### src/rtl/pipeline_ctrl_pkg.sv
`default_nettype none
// ============================================================================
// Module      : riscv_pipe_pkg
// Description : Shared types for the pipeline hazard/sequencing controller.
// Revision    : 1.0 - initial release
// ============================================================================
package riscv_pipe_pkg;

    localparam logic [4:0] C_REG_X0 = 5'd0;

    typedef enum logic [1:0] {
        FWD_RF  = 2'd0,
        FWD_MEM = 2'd1,
        FWD_WB  = 2'd2
    } fwd_sel_t;

    typedef struct packed {
        logic       valid;
        logic [4:0] rd;
        logic       wb_en;
        logic       is_load;
        logic [4:0] rs1;
        logic [4:0] rs2;
        logic       uses_rs1;
        logic       uses_rs2;
    } stage_tag_t;

endpackage
`default_nettype wire

### src/rtl/pipeline_ctrl_if.sv
`default_nettype none
// ============================================================================
// Module      : pipeline_ctrl_if
// Description : ID-side inputs and pipeline control outputs of pipeline_ctrl.
// Revision    : 1.0 - initial release
// ============================================================================
interface pipeline_ctrl_if #(
    parameter int CNT_W = 32
);
    import riscv_pipe_pkg::*;

    logic             id_valid;
    logic [4:0]       id_rs1_addr;
    logic [4:0]       id_rs2_addr;
    logic [4:0]       id_rd_addr;
    logic             id_uses_rs1;
    logic             id_uses_rs2;
    logic             id_writeback_en;
    logic             id_is_load;
    logic             ex_redirect;
    logic             id_stall;
    logic             id_flush;
    logic             ex_valid;
    logic             mem_valid;
    logic             wb_valid;
    logic             wb_writeback_en;
    logic [4:0]       wb_rd_addr;
    fwd_sel_t         fwd_rs1_sel;
    fwd_sel_t         fwd_rs2_sel;
    logic [CNT_W-1:0] stall_count;
    logic [CNT_W-1:0] flush_count;

    modport master (
        output id_valid, id_rs1_addr, id_rs2_addr, id_rd_addr, id_uses_rs1,
               id_uses_rs2, id_writeback_en, id_is_load, ex_redirect,
        input  id_stall, id_flush, ex_valid, mem_valid, wb_valid,
               wb_writeback_en, wb_rd_addr, fwd_rs1_sel, fwd_rs2_sel,
               stall_count, flush_count
    );

    modport slave (
        input  id_valid, id_rs1_addr, id_rs2_addr, id_rd_addr, id_uses_rs1,
               id_uses_rs2, id_writeback_en, id_is_load, ex_redirect,
        output id_stall, id_flush, ex_valid, mem_valid, wb_valid,
               wb_writeback_en, wb_rd_addr, fwd_rs1_sel, fwd_rs2_sel,
               stall_count, flush_count
    );

endinterface
`default_nettype wire

### src/rtl/pipeline_ctrl_sat_counter.sv
`default_nettype none
// ============================================================================
// Module      : sat_counter
// Description : Event counter that holds at all-ones instead of wrapping.
// Revision    : 1.0 - initial release
// ============================================================================
module sat_counter #(
    parameter int W = 32
) (
    input  logic         clk,
    input  logic         rst,
    input  logic         inc,
    output logic [W-1:0] count
);

    logic [W-1:0] r_count_q;
    logic [W-1:0] w_count_d;

    always_comb begin
        w_count_d = r_count_q;
        if (inc && !(&r_count_q)) begin
            w_count_d = r_count_q + 1'b1;
        end
    end

    always_ff @(posedge clk) begin
        if (rst) begin
            r_count_q <= '0;
        end else begin
            r_count_q <= w_count_d;
        end
    end

    assign count = r_count_q;

endmodule
`default_nettype wire

### src/rtl/pipeline_ctrl.sv
`default_nettype none
// ============================================================================
// Module      : pipeline_ctrl
// Description : Load-use stall, redirect flush and EX operand forwarding for
//               a 5-stage pipeline, with saturating stall/flush counters.
// Revision    : 1.0 - initial release
// ============================================================================
module pipeline_ctrl
    import riscv_pipe_pkg::*;
#(
    parameter int CNT_W = 32
) (
    input  logic            clk,
    input  logic            rst,
    pipeline_ctrl_if.slave  bus
);

    stage_tag_t r_ex_tag_q,  w_ex_tag_d;
    stage_tag_t r_mem_tag_q, w_mem_tag_d;
    stage_tag_t r_wb_tag_q,  w_wb_tag_d;

    logic     w_load_use;
    logic     w_stall;
    logic     w_flush;
    logic     w_mem_fwd_ok;
    logic     w_wb_fwd_ok;
    fwd_sel_t w_fwd_rs1;
    fwd_sel_t w_fwd_rs2;
    logic     w_unused_wb;

    always_comb begin
        w_load_use = bus.id_valid & r_ex_tag_q.valid & r_ex_tag_q.is_load & r_ex_tag_q.wb_en &
                     ((bus.id_uses_rs1 & (bus.id_rs1_addr == r_ex_tag_q.rd)) |
                      (bus.id_uses_rs2 & (bus.id_rs2_addr == r_ex_tag_q.rd)));
        // Redirect wins: the dependent instruction in ID is being discarded anyway.
        w_stall    = w_load_use & ~bus.ex_redirect & ~rst;
        w_flush    = bus.ex_redirect & ~rst;
    end

    always_comb begin
        w_ex_tag_d = '0;
        if (bus.id_valid && !w_load_use && !bus.ex_redirect) begin
            w_ex_tag_d.valid    = 1'b1;
            w_ex_tag_d.rd       = bus.id_rd_addr;
            w_ex_tag_d.wb_en    = bus.id_writeback_en & (bus.id_rd_addr != C_REG_X0);
            w_ex_tag_d.is_load  = bus.id_is_load;
            w_ex_tag_d.rs1      = bus.id_rs1_addr;
            w_ex_tag_d.rs2      = bus.id_rs2_addr;
            w_ex_tag_d.uses_rs1 = bus.id_uses_rs1;
            w_ex_tag_d.uses_rs2 = bus.id_uses_rs2;
        end
        w_mem_tag_d = r_ex_tag_q;
        w_wb_tag_d  = r_mem_tag_q;
    end

    // A load in MEM has no data yet; the load-use stall covers that case.
    always_comb begin
        w_mem_fwd_ok = r_mem_tag_q.valid & r_mem_tag_q.wb_en & ~r_mem_tag_q.is_load;
        w_wb_fwd_ok  = r_wb_tag_q.valid & r_wb_tag_q.wb_en;
        w_fwd_rs1    = FWD_RF;
        w_fwd_rs2    = FWD_RF;
        if (!rst && r_ex_tag_q.uses_rs1) begin
            if (w_mem_fwd_ok && (r_mem_tag_q.rd == r_ex_tag_q.rs1)) begin
                w_fwd_rs1 = FWD_MEM;
            end else if (w_wb_fwd_ok && (r_wb_tag_q.rd == r_ex_tag_q.rs1)) begin
                w_fwd_rs1 = FWD_WB;
            end
        end
        if (!rst && r_ex_tag_q.uses_rs2) begin
            if (w_mem_fwd_ok && (r_mem_tag_q.rd == r_ex_tag_q.rs2)) begin
                w_fwd_rs2 = FWD_MEM;
            end else if (w_wb_fwd_ok && (r_wb_tag_q.rd == r_ex_tag_q.rs2)) begin
                w_fwd_rs2 = FWD_WB;
            end
        end
    end

    always_ff @(posedge clk) begin
        if (rst) begin
            r_ex_tag_q  <= '0;
            r_mem_tag_q <= '0;
            r_wb_tag_q  <= '0;
        end else begin
            r_ex_tag_q  <= w_ex_tag_d;
            r_mem_tag_q <= w_mem_tag_d;
            r_wb_tag_q  <= w_wb_tag_d;
        end
    end

    assign w_unused_wb = ^{r_wb_tag_q.is_load, r_wb_tag_q.rs1, r_wb_tag_q.rs2,
                           r_wb_tag_q.uses_rs1, r_wb_tag_q.uses_rs2};

    assign bus.id_stall        = w_stall;
    assign bus.id_flush        = w_flush;
    assign bus.ex_valid        = r_ex_tag_q.valid;
    assign bus.mem_valid       = r_mem_tag_q.valid;
    assign bus.wb_valid        = r_wb_tag_q.valid;
    assign bus.wb_writeback_en = w_wb_fwd_ok & ~rst;
    assign bus.wb_rd_addr      = rst ? C_REG_X0 : r_wb_tag_q.rd;
    assign bus.fwd_rs1_sel     = w_fwd_rs1;
    assign bus.fwd_rs2_sel     = w_fwd_rs2;

    sat_counter #(.W(CNT_W)) u_stall_cnt (
        .clk   (clk),
        .rst   (rst),
        .inc   (w_stall),
        .count (bus.stall_count)
    );

    sat_counter #(.W(CNT_W)) u_flush_cnt (
        .clk   (clk),
        .rst   (rst),
        .inc   (w_flush),
        .count (bus.flush_count)
    );

endmodule
`default_nettype wire

### src/flat_wrapper.sv
// flat-port wrapper written by rule: the top's interface ports become plain ports
module pipeline_ctrl_flat import riscv_pipe_pkg::*;
#(
    parameter int CNT_W = 32
)
  (clk, rst, bus_id_valid, bus_id_rs1_addr, bus_id_rs2_addr, bus_id_rd_addr, bus_id_uses_rs1, bus_id_uses_rs2, bus_id_writeback_en, bus_id_is_load, bus_ex_redirect, bus_id_stall, bus_id_flush, bus_ex_valid, bus_mem_valid, bus_wb_valid, bus_wb_writeback_en, bus_wb_rd_addr, bus_fwd_rs1_sel, bus_fwd_rs2_sel, bus_stall_count, bus_flush_count);
  pipeline_ctrl_if #(.CNT_W(CNT_W)) bus_i ();
  input  logic clk;
  input  logic rst;
  input wire logic [$bits(bus_i.id_valid)-1:0] bus_id_valid;
  input wire logic [$bits(bus_i.id_rs1_addr)-1:0] bus_id_rs1_addr;
  input wire logic [$bits(bus_i.id_rs2_addr)-1:0] bus_id_rs2_addr;
  input wire logic [$bits(bus_i.id_rd_addr)-1:0] bus_id_rd_addr;
  input wire logic [$bits(bus_i.id_uses_rs1)-1:0] bus_id_uses_rs1;
  input wire logic [$bits(bus_i.id_uses_rs2)-1:0] bus_id_uses_rs2;
  input wire logic [$bits(bus_i.id_writeback_en)-1:0] bus_id_writeback_en;
  input wire logic [$bits(bus_i.id_is_load)-1:0] bus_id_is_load;
  input wire logic [$bits(bus_i.ex_redirect)-1:0] bus_ex_redirect;
  output wire logic [$bits(bus_i.id_stall)-1:0] bus_id_stall;
  output wire logic [$bits(bus_i.id_flush)-1:0] bus_id_flush;
  output wire logic [$bits(bus_i.ex_valid)-1:0] bus_ex_valid;
  output wire logic [$bits(bus_i.mem_valid)-1:0] bus_mem_valid;
  output wire logic [$bits(bus_i.wb_valid)-1:0] bus_wb_valid;
  output wire logic [$bits(bus_i.wb_writeback_en)-1:0] bus_wb_writeback_en;
  output wire logic [$bits(bus_i.wb_rd_addr)-1:0] bus_wb_rd_addr;
  output wire logic [$bits(bus_i.fwd_rs1_sel)-1:0] bus_fwd_rs1_sel;
  output wire logic [$bits(bus_i.fwd_rs2_sel)-1:0] bus_fwd_rs2_sel;
  output wire logic [$bits(bus_i.stall_count)-1:0] bus_stall_count;
  output wire logic [$bits(bus_i.flush_count)-1:0] bus_flush_count;
  assign bus_i.id_valid = bus_id_valid;
  assign bus_i.id_rs1_addr = bus_id_rs1_addr;
  assign bus_i.id_rs2_addr = bus_id_rs2_addr;
  assign bus_i.id_rd_addr = bus_id_rd_addr;
  assign bus_i.id_uses_rs1 = bus_id_uses_rs1;
  assign bus_i.id_uses_rs2 = bus_id_uses_rs2;
  assign bus_i.id_writeback_en = bus_id_writeback_en;
  assign bus_i.id_is_load = bus_id_is_load;
  assign bus_i.ex_redirect = bus_ex_redirect;
  assign bus_id_stall = bus_i.id_stall;
  assign bus_id_flush = bus_i.id_flush;
  assign bus_ex_valid = bus_i.ex_valid;
  assign bus_mem_valid = bus_i.mem_valid;
  assign bus_wb_valid = bus_i.wb_valid;
  assign bus_wb_writeback_en = bus_i.wb_writeback_en;
  assign bus_wb_rd_addr = bus_i.wb_rd_addr;
  assign bus_fwd_rs1_sel = bus_i.fwd_rs1_sel;
  assign bus_fwd_rs2_sel = bus_i.fwd_rs2_sel;
  assign bus_stall_count = bus_i.stall_count;
  assign bus_flush_count = bus_i.flush_count;
  pipeline_ctrl #(.CNT_W(CNT_W)) u_core (.clk(clk), .rst(rst), .bus(bus_i));
endmodule
### config.mk
export PLATFORM = sky130hd
export DESIGN_NAME = pipeline_ctrl_flat
export DESIGN_NICKNAME = d
export VERILOG_FILES = /design/src/rtl/pipeline_ctrl_pkg.sv /design/src/rtl/pipeline_ctrl_if.sv /design/src/rtl/pipeline_ctrl_sat_counter.sv /design/src/rtl/pipeline_ctrl.sv /design/src/flat_wrapper.sv
export SDC_FILE = /design/constraint.sdc
export NUM_CORES = 1
export LEC_CHECK = 0
export CORE_MARGIN = 2
export CORE_UTILIZATION = 52
export CTS_BUF_LIST = sky130_fd_sc_hd__clkbuf_8 sky130_fd_sc_hd__clkbuf_16
export DETAILED_ROUTE_END_ITERATION = 8
export PLACE_DENSITY_LB_ADDON = 0.2
export SYNTH_ARGS = -nofsm -noshare
export SYNTH_HDL_FRONTEND = slang
export SYNTH_HIERARCHICAL = 1
export SYNTH_SLANG_ARGS = --single-unit
### constraint.sdc
create_clock -name clk -period 3.1 [get_ports clk]
set_input_delay 0.62 -clock clk [delete_from_list [all_inputs] [get_ports clk]]
set_output_delay 0.62 -clock clk [all_outputs]
set_load 0.1 [all_outputs]
==> metrics.txt, run 1 <==
Vias/cell=around 5.5; Setup TNS=0 ns; CP bufs+invs=3; Placer Congestion=0.863; Tightest Pin Transition=between 0.9 and 1 ns; Final nets=~660; crit share post-route=89.9%; Crit Path Category=primary input to output port; Worst EP arrival=2.17 ns; via count=between 4k and 5k; DRC violations left=0; hold violation total from the final report=0; final instance area=0.00617 sq mm; status=completed; Max stage delay cell, worst path=clkdlybuf4s50_1; initial DRC count=about 120; die width=approximately 100 um; Mapped Cells=540; FF-to-FF Start=u_core/u_stall_cnt/count[5]; Crit Reg-Reg Endpoint=u_core/u_stall_cnt/count[19]; post-DP HPWL=about 8000 um; GRT overflow=0; largest cells by area after synthesis=dfxtp_1, xnor2_1, nand3_1; CP Cell Sequence=clkdlybuf4s50_1, and4_1, nand3_1, o22ai_2, and2_2, buf_4, buf_12; overall routing resource usage=21.3%; ys async rst share=0%; max-cap viol count=0; worst vdd ir=264 uV; I/O pins=102; yosys warns=6; Critical Path Start Type=primary input; first-pass GRT wire length=about 18000 um; post-synthesis cell type count=47; worst hold start=u_core/r_ex_tag_q[13]; Slew headroom=34.5%; worst hold slack=0.470 ns; CP max FO=7; vias in the first global route=between 4k and 5k; WHS Path Cells=1; final core utilization=~67%; CTS tree=built; CP Capture Type=output port; Max stage delay on crit path=0.47 ns; Post-Syn Area=slightly below 0.005 sq mm; Synth area leader=dfxtp_1; Final Max Slew Viols=0; Reg2Reg Setup Slack=~0.52 ns; root buffer cell=clkbuf_8; RSZ-0062 raised after global routing=false; cell family with most CP delay=buffers and inverters; Hold Path End=u_core/r_mem_tag_q[13]; fillers=around 800; Min-Delay Path Class=flop to flop; wire per inst=between 10 and 15 um; Initial Utilization=between 50% and 60%; Yosys top cell area share=around two fifths; postcts setup bufs=0; Num CTS Buffers=9; clk slew on worst S/H paths=0.10 ns; R2R cell count=6; Post-CTS Hold Fix Bufs=0; initial antenna violation count=0; clk_lat worst skew=about 0.35 ns; leakage power=roughly 2.3 nW; Post-synth EDFFs=0; CTS sink cnt=99; WL final=10900 um; Buffers on Ports=around 100; H-tree Lvls=3; P&R area growth vs syn=24.6%; Final ANT Viol Nets=0; PostCTS Resize Cnt=0; syn_nets=approximately 570; cell row count=35; post-synthesis sequential area ratio=between 40% and 50%; register bit count reported by yosys=approximately 100; FF+latch area=just under 0.002 sq mm; skew final=0.00731 ns; Max Clock Freq=359 MHz; Final min period=2.79 ns; layout cells sized above 1=a little under a quarter; Data required, critical path=approximately 2.5 ns; Mean Syn Cell Area=about 9.2 sq um; multi-input gate area in the final layout=0.00281 sq mm; DIE HEIGHT=between 100 and 150 um; Cell Area, Placed=slightly below 0.006 sq mm; # diodes=0; PwrDens=approximately 370 mW/mm^2; die area=~0.010 sq mm; Post-synth top flop=dfxtp_1; pin count of the biggest net entering global routing=48; CTS Buffer Depth=2; drt pass-1 iters=4; Final Total Pwr=~0.0023 W; Final Setup Violations=0; core region area=0.00924 sq mm
==> cells by family after synthesis <==
| group | count (synthesis) | synth area share (%) |
|---|---|---|
| simple gates | 251 | 31.7 |
| compound gates | 100 | 14.4 |
| flops | 99 | 40.0 |
| xor+xnor | 56 | 9.91 |
| buf+inv | 32 | 3.46 |
| fa+ha+maj | 2 | 0.505 |
==> placed cells by master (no fill, tap or decap), types with 6 or more instances in the layout <==
master / n
nand3_1: 42
and2_1: 6
a211oi_1: 6
xnor2_1: 34
buf_12: 7
o21ai_1: 20
and4_1: 16
and3_1: 9
nand4_1: 12
a21oi_1: 40
inv_1: 6
o31ai_1: 8
xor2_1: 22
nor2_1: 47
or3_1: 32
clkbuf_8: 9
dfxtp_1: 98
buf_4: 83
clkdlybuf4s50_1: 21
o21ai_0: 13
nor2b_1: 20
nand2_1: 24
==> cells in the mapped netlist (3+ instances only) <==
cell type and count:
a211oi_1 6, a21oi_1 40, and2_1 7, and3_1 9, and4_1 16, buf_2 8, buf_6 5, clkbuf_1 12
dfxtp_1 99, inv_1 6, nand2_1 24, nand3_1 42, nand4_1 12, nand4_4 4, nand4b_1 3, nor2_1 47
nor2b_1 21, nor3_1 4, nor4_1 3, nor4b_2 4, o21ai_0 13, o21ai_1 20, o31ai_1 8, or3_1 32
or4_1 5, xnor2_1 34, xor2_1 22
==> layer usage <==
layer / track usage (%) / vias up / share of wire, %
met5: 0 / - / 0
li1: - / 2146 / -
met3: 2.90 / 13 / 4.4
met1: 27.0 / 1960 / 45
met2: 37.4 / 111 / 49
met4: 6.86 / 0 / 1.1
==> state kept, by name, indices dropped and copies added, names as in the netlist <==
name,cells
u_core/bus.mem_valid,1
u_core/bus.ex_valid,1
u_core/u_flush_cnt/count,32
u_core/r_ex_tag_q,19
u_core/r_wb_tag_q,6
u_core/r_mem_tag_q,7
u_core/bus.wb_valid,1
u_core/u_stall_cnt/count,32
==> area by class of cell <==
class / count / share of cell area (%)
inverter: 6 / 0.365
tap: 129 / 2.62
timing repair buffer: 112 / 15.9
clock buffer: 9 / 2.01
sequential: 99 / 32.2
clock inverter: 7 / 1.36
multi-input combinational: 409 / 45.6
==> worst max-delay path by stage <==
stage | cells after the start | slack, ns | start | endpoint
6_report | 7 | 0.31 | bus_id_valid | bus_id_stall
5_1_grt | 7 | 0.22 | bus_id_valid | bus_id_stall
4_1_cts | 7 | 0.32 | bus_id_valid | bus_id_stall
3_5_place_dp | 10 | 0.13 | bus_id_valid | u_core/u_stall_cnt/count[26]
3_3_place_gp | 10 | 0.16 | bus_id_valid | u_core/u_stall_cnt/count[26]
2_1_floorplan | 7 | -0.04 | rst | u_core/u_flush_cnt/count[26]
==> stage by stage <==
stage                     instances  worst slack [ns]
final                           771             0.313
after global routing            771             0.223
after CTS                       771             0.322
after detailed placement        755             0.127
after global placement          755             0.164
after floorplan                 540           -0.0424
==> where the power goes <==
group          switching (W)  total [W]  internal (W)
Combinational      0.0000805   0.000137     0.0000563
Clock               0.000465   0.000852      0.000388
Sequential         0.0000112    0.00129       0.00128
Note: power is estimated with default switching activity, not from simulation.
==> inputs of run 2 (changes only) <==
Settings changed: CORE_UTILIZATION 52 to 55, DONT_BUFFER_PORTS from default to 1, PLACE_DENSITY from default to 0.7, PLACE_DENSITY_LB_ADDON 0.2 to default.
==> run 2 against run 1 <==
Design area shrank 5.8%. Clock-buffer cell count unchanged. Combinational power down 43%. Sequential cell count unchanged. Sequential power about the same. First-iteration DRC count increased by 32%. Critical endpoint is now u_core/u_stall_cnt/count[5]. Largest cell class unchanged.
==> metrics.txt, run 2 (same netlist as run 1, synthesis figures left out) <==
DP Worst Slack=0.611 ns (+0.484 ns); vias in the first global route=4180 (+4.1%); clk slew on worst S/H paths=0.11 ns (about the same); Final Max Slew Viols=0 (unchanged); Max stage delay on crit path=0.98 ns (+0.51 ns); die area=0.00977 sq mm (-5.2%); # diodes=0 (unchanged); most frequent cells in the layout=dfxtp_1, buf_4, nor2_1; layout cells sized above 1=23.5% (+0.79 points); Crit Path Category=flop to flop; max-cap viol count=0 (unchanged); I/O pins=102 (unchanged); Critical Path Start Type=flop; Initial Utilization=56.8% (+3.2 points); via count=4172 (-1.4%); H-tree Lvls=3 (unchanged); CP Cell Sequence=and4_2, nand4_4, o31ai_2, o21ai_0, a21oi_1; CTS Buffer Depth=2 (unchanged); R2R cell count=5 (-1); Buffers on Ports=0 (-100%); post-DP HPWL=8210 um (+2.6%); DRC violations left=0 (unchanged); CP max FO=20 (+13); Final ANT Viol Nets=0 (unchanged); wire per inst=15.6 um (+11%); initial antenna violation count=0 (unchanged); leakage power=2.19 nW (-6.2%); CTS tree=built; final worst slack=0.585 ns (+0.271 ns); Crit. Startpoint=u_core/u_stall_cnt/count[7]; Reg2Reg Setup Slack=0.58 ns (+0.06 ns); skew final=0.0169 ns (+0.00960 ns); pin count of the biggest net entering global routing=92 (+92%); overall routing resource usage=23.4% (+2.1 points); Post-CTS Hold Fix Bufs=0 (unchanged); core region area=0.00872 sq mm (-5.6%); crit path to=u_core/u_stall_cnt/count[5]; CP Capture Type=flop; DIE HEIGHT=98.9 um (-2.7%); crit share post-route=81.1% (-8.8 points); initial DRC count=157 (+32%); fillers=731 (-8.1%); Placer Congestion=0.834 (-3.3%); die width=98.9 um (-2.7%); Critical Path Stages=5 (-2); Data required, critical path=3.39 ns (+0.91 ns); Max Clock Freq=398 MHz (+11%); CTS sink cnt=99 (unchanged); GRT overflow=0 (unchanged); cell row count=34 (-2.9%); RSZ-0062 raised after global routing=false; Tightest Pin Transition=1.18 ns (+0.203 ns); PwrDens=378 mW/mm^2 (+2.2%); multi-input gate area in the final layout=0.00283 sq mm (+0.71%); final core utilization=66.6% (-0.16 points); Final Total Pwr=0.00220 W (-3.8%); Min-Delay Path Class=primary input to flop; postcts setup bufs=0 (unchanged); clk_lat worst skew=0.36 ns (about the same); P&R area growth vs syn=17.3%; FF+latch area=0.00198 sq mm (unchanged); drt pass-1 iters=4 (unchanged); worst vdd ir=207 uV (-22%); WL final=11200 um (+3.3%); Slew headroom=21.0% (-13 points); Crit Reg-Reg Endpoint=u_core/u_stall_cnt/count[5]; Worst EP arrival=2.81 ns (+0.64 ns); commonest non-fill, non-tap cell in the layout=dfxtp_1; Num CTS Buffers=9 (unchanged); Final min period=2.52 ns (-0.271 ns); worst hold start=rst; first-pass GRT wire length=19300 um (+6.9%); Final Setup Violations=0 (unchanged); hold violation total from the final report=0 (unchanged); FF-to-FF Start=u_core/u_stall_cnt/count[7]; status=completed; Max stage delay cell, worst path=o31ai_2; cell family with most CP delay=compound AO/OA/AOI/OAI gates; root buffer cell=clkbuf_8; CP bufs+invs=0 (-3); PostCTS Resize Cnt=0 (unchanged); Final nets=632 (-4.5%); Vias/cell=5.79 (+5.6%)
run 2: layout make-up:
class | count | share of cell area [%]
tap | 108 | 2.33
multi-input combinational | 409 | 48.8
clock inverter | 7 | 1.38
timing repair buffer | 82 | 10.8
clock buffer | 9 | 2.13
inverter | 6 | 0.388
sequential | 99 | 34.2
run 2: worst reg2reg max path: cells and delay by family, from the launching register on:
| family | cells | cell delay, ns |
|---|---|---|
| AO/OA/AOI/OAI | 3 | 1.38 |
| AND/OR/NAND/NOR | 2 | 0.73 |
| flip-flops | 1 | 0.34 |
run 2: worst min path at each step:
stage / slack (ns) / cells after the start / to
detailed placement: 0.46 / 1 / u_core/r_mem_tag_q[13]
CTS: 0.30 / 1 / u_core/r_wb_tag_q[16]
floorplan: 0.43 / 1 / u_core/r_mem_tag_q[12]
global route: 0.29 / 1 / u_core/bus.mem_valid
finish: 0.32 / 1 / u_core/r_wb_tag_q[13]
global placement: 0.46 / 1 / u_core/r_mem_tag_q[12]
run 2: metrics by stage:
step	TNS, ns	hold slack (ns)	cell area (sq um)	instances
2_1_floorplan	-0.0424	0.430	4970	540
3_3_place_gp	0	0.457	5600	704
3_5_place_dp	0	0.457	5600	704
4_1_cts	0	0.302	5810	720
5_1_grt	0	0.291	5810	720
6_report	0	0.315	5810	720
run 2: report_power, final:
| part | switching (W) | total (W) | internal (W) |
|---|---|---|---|
| combinational | 0.0000502 | 0.0000784 | 0.0000282 |
| sequential | 0.0000103 | 0.00129 | 0.00128 |
| clock | 0.000504 | 0.000825 | 0.000321 |
| total | 0.000565 | 0.00220 | 0.00163 |
run 2: layer usage:
| metal | wire length, um | track usage (%) | vias up |
|---|---|---|---|
| met3 | 616 | 5.46 | 9 |
| met5 | 0 | 0 | - |
| met1 | 4970 | 29.1 | 1979 |
| li1 | - | - | 2101 |
| met2 | 5530 | 40.6 | 83 |
| met4 | 99 | 6.74 | 0 |
==> inputs of run 3 (changes only) <==
Settings changed: PLACE_DENSITY 0.7 to 0.73.
Clock period 3.1 ns to 2.3 ns, I/O delays scaled along.
==> run 3 against run 2 <==
Routed wire length up 2.6%. Clock-buffer cell count did not move. Critical path depth unchanged. Worst hold slack worse by 0.18 ns. Non-clock buffer count rose by 15. Sequential power rose by 35%. Critical endpoint is now bus_fwd_rs1_sel[0].
==> metrics.txt, run 3 (same netlist as run 1, synthesis figures left out) <==
status=completed; overall routing resource usage=23.5% (+0.12 points); PwrDens=490 mW/mm^2 (+29%); global-route met2 utilization=39.2% (-1.4 points); most frequent cells in the layout=buf_4, dfxtp_2, nor2_1; number of cells after detailed placement=719 (+2.1%); cell row count=34 (unchanged); clk slew on worst S/H paths=0.12 ns (about the same); R2R cell count=9 (+4); Initial Utilization=56.8% (unchanged); crit path to=bus_fwd_rs1_sel[0]; CTS Buffer Depth=2 (unchanged); clk_lat worst skew=0.37 ns (about the same); initial DRC count=178 (+13%); H-tree Lvls=3 (unchanged); drt pass-1 iters=4 (unchanged); DRC violations left=0 (unchanged); Slew headroom=58.2% (+37 points); Reg2Reg Setup Slack=0.14 ns (-0.44 ns); Critical Path Start Type=flop; commonest non-fill, non-tap cell in the layout=buf_4; wire per inst=15.7 um (+0.52%); first-pass GRT wire length=19300 um (+0.18%); DIE HEIGHT=98.9 um (unchanged); GRT overflow=0 (unchanged); Setup TNS=0 ns (unchanged); root buffer cell=clkbuf_8; WL final=11500 um (+2.6%); CP Capture Type=output port; Tightest Pin Transition=0.624 ns (-0.554 ns); met1 usage=29.9% (+0.80 points); max-cap viol count=0 (unchanged); RSZ-0062 raised after global routing=true; CP max FO=2 (-90%); postcts setup bufs=0 (unchanged); skew final=0.0203 ns (+0.00342 ns); core region area=0.00872 sq mm (unchanged); Final Setup Violations=0 (unchanged); Crit Path Category=flop to output port; Placer Congestion=0.827 (-0.86%); via count=4275 (+2.5%); I/O pins=102 (unchanged); FF-to-FF Start=u_core/r_ex_tag_q[16]; Final Max Slew Viols=0 (unchanged); Buffers on Ports=0 (unchanged); busiest layer in global routing=met2; crit share post-route=between 90 and 100%; Max Clock Freq=around 450 MHz; Vias/cell=5.82 (+0.38%); Final min period=between 2 and 2.5 ns; DP Worst Slack=0.0420 ns (-0.569 ns); worst vdd ir=246 uV (+19%); # diodes=0 (unchanged); die width=98.9 um (unchanged); post-DP HPWL=8520 um (+3.7%); P&R area growth vs syn=22.8%; die area=0.00977 sq mm (unchanged); grt met3 use=4.68% (-0.78 points); vias in the first global route=4274 (+2.2%); Num CTS Buffers=9 (unchanged); Crit Reg-Reg Endpoint=u_core/u_stall_cnt/count[30]; Final ANT Viol Nets=0 (unchanged); Worst EP arrival=1.77 ns (-1.04 ns); pin count of the biggest net entering global routing=92 (unchanged); layout cells sized above 1=35.1% (+12 points); hold violation total from the final report=0 (unchanged); Final nets=647 (+2.4%); Data required, critical path=1.84 ns (-1.55 ns); Min-Delay Path Class=primary input to flop; Post-Layout Cell Count=735 (+2.1%); CTS tree=built; leakage power=2.30 nW (+5.4%); initial antenna violation count=0 (unchanged); CTS sink cnt=99 (unchanged); Crit. Startpoint=u_core/r_ex_tag_q[10]; final worst slack=0.0714 ns (-0.514 ns)
-- run 3: through the flow --
step | instance area [sq um] | power (W) | hold slack (ns) | utilization, %
6_report | 6080 | 0.00298 | 0.138 | 69.7
5_1_grt | 6080 | 0.00308 | 0.121 | 69.7
4_1_cts | 6050 | 0.00300 | 0.124 | 69.4
3_5_place_dp | 5850 | 0.00189 | 0.456 | 67.1
3_3_place_gp | 5850 | 0.00188 | 0.446 | 67.1
2_1_floorplan | 5090 | 0.00189 | 0.430 | -
-- run 3: cell type report --
class	instances	area, sq um
flip-flops and latches	99	2060
multi-input cells	409	2880
clock buffers	9	124
repair buffers	97	782
fillers	692	2650
well taps	108	135
clock inverters	7	76.3
inverters	6	22.5
-- run 3: worst min path at each step --
stage | depth (start not counted) | slack, ns | from | endpoint
4_1_cts | 1 | 0.12 | rst | u_core/bus.wb_valid
6_report | 1 | 0.14 | rst | u_core/bus.wb_valid
3_3_place_gp | 1 | 0.45 | u_core/r_ex_tag_q[12] | u_core/r_mem_tag_q[12]
3_5_place_dp | 1 | 0.46 | u_core/r_ex_tag_q[12] | u_core/r_mem_tag_q[12]
5_1_grt | 1 | 0.12 | rst | u_core/bus.wb_valid
2_1_floorplan | 1 | 0.43 | u_core/r_ex_tag_q[12] | u_core/r_mem_tag_q[12]
-- run 3: report_power, final --
part	total (W)	internal, W	switching (W)
combinational	0.000109	0.0000391	0.0000698
sequential	0.00174	0.00173	0.0000128
clock	0.00113	0.000438	0.000690
-- run 3: repair_timing --
item,in CTS,in global routing
endpoints found under the setup margin,0,15
hold buffers,0,0
gates resized for setup,0,8
-- run 3: per-layer routing --
layer	wire, um	vias up
li1	-	2124
met1	4930	2017
met2	5790	118
met3	613	16
met4	168	0
met5	0	-
-- run 3: worst max-delay path: stages, from the launching register on --
cell and delay [ns]:
dfxtp_2 0.34, xor2_1 0.16, nor4_1 0.28, nand3_1 0.19
nor3b_4 0.24, buf_12 0.20
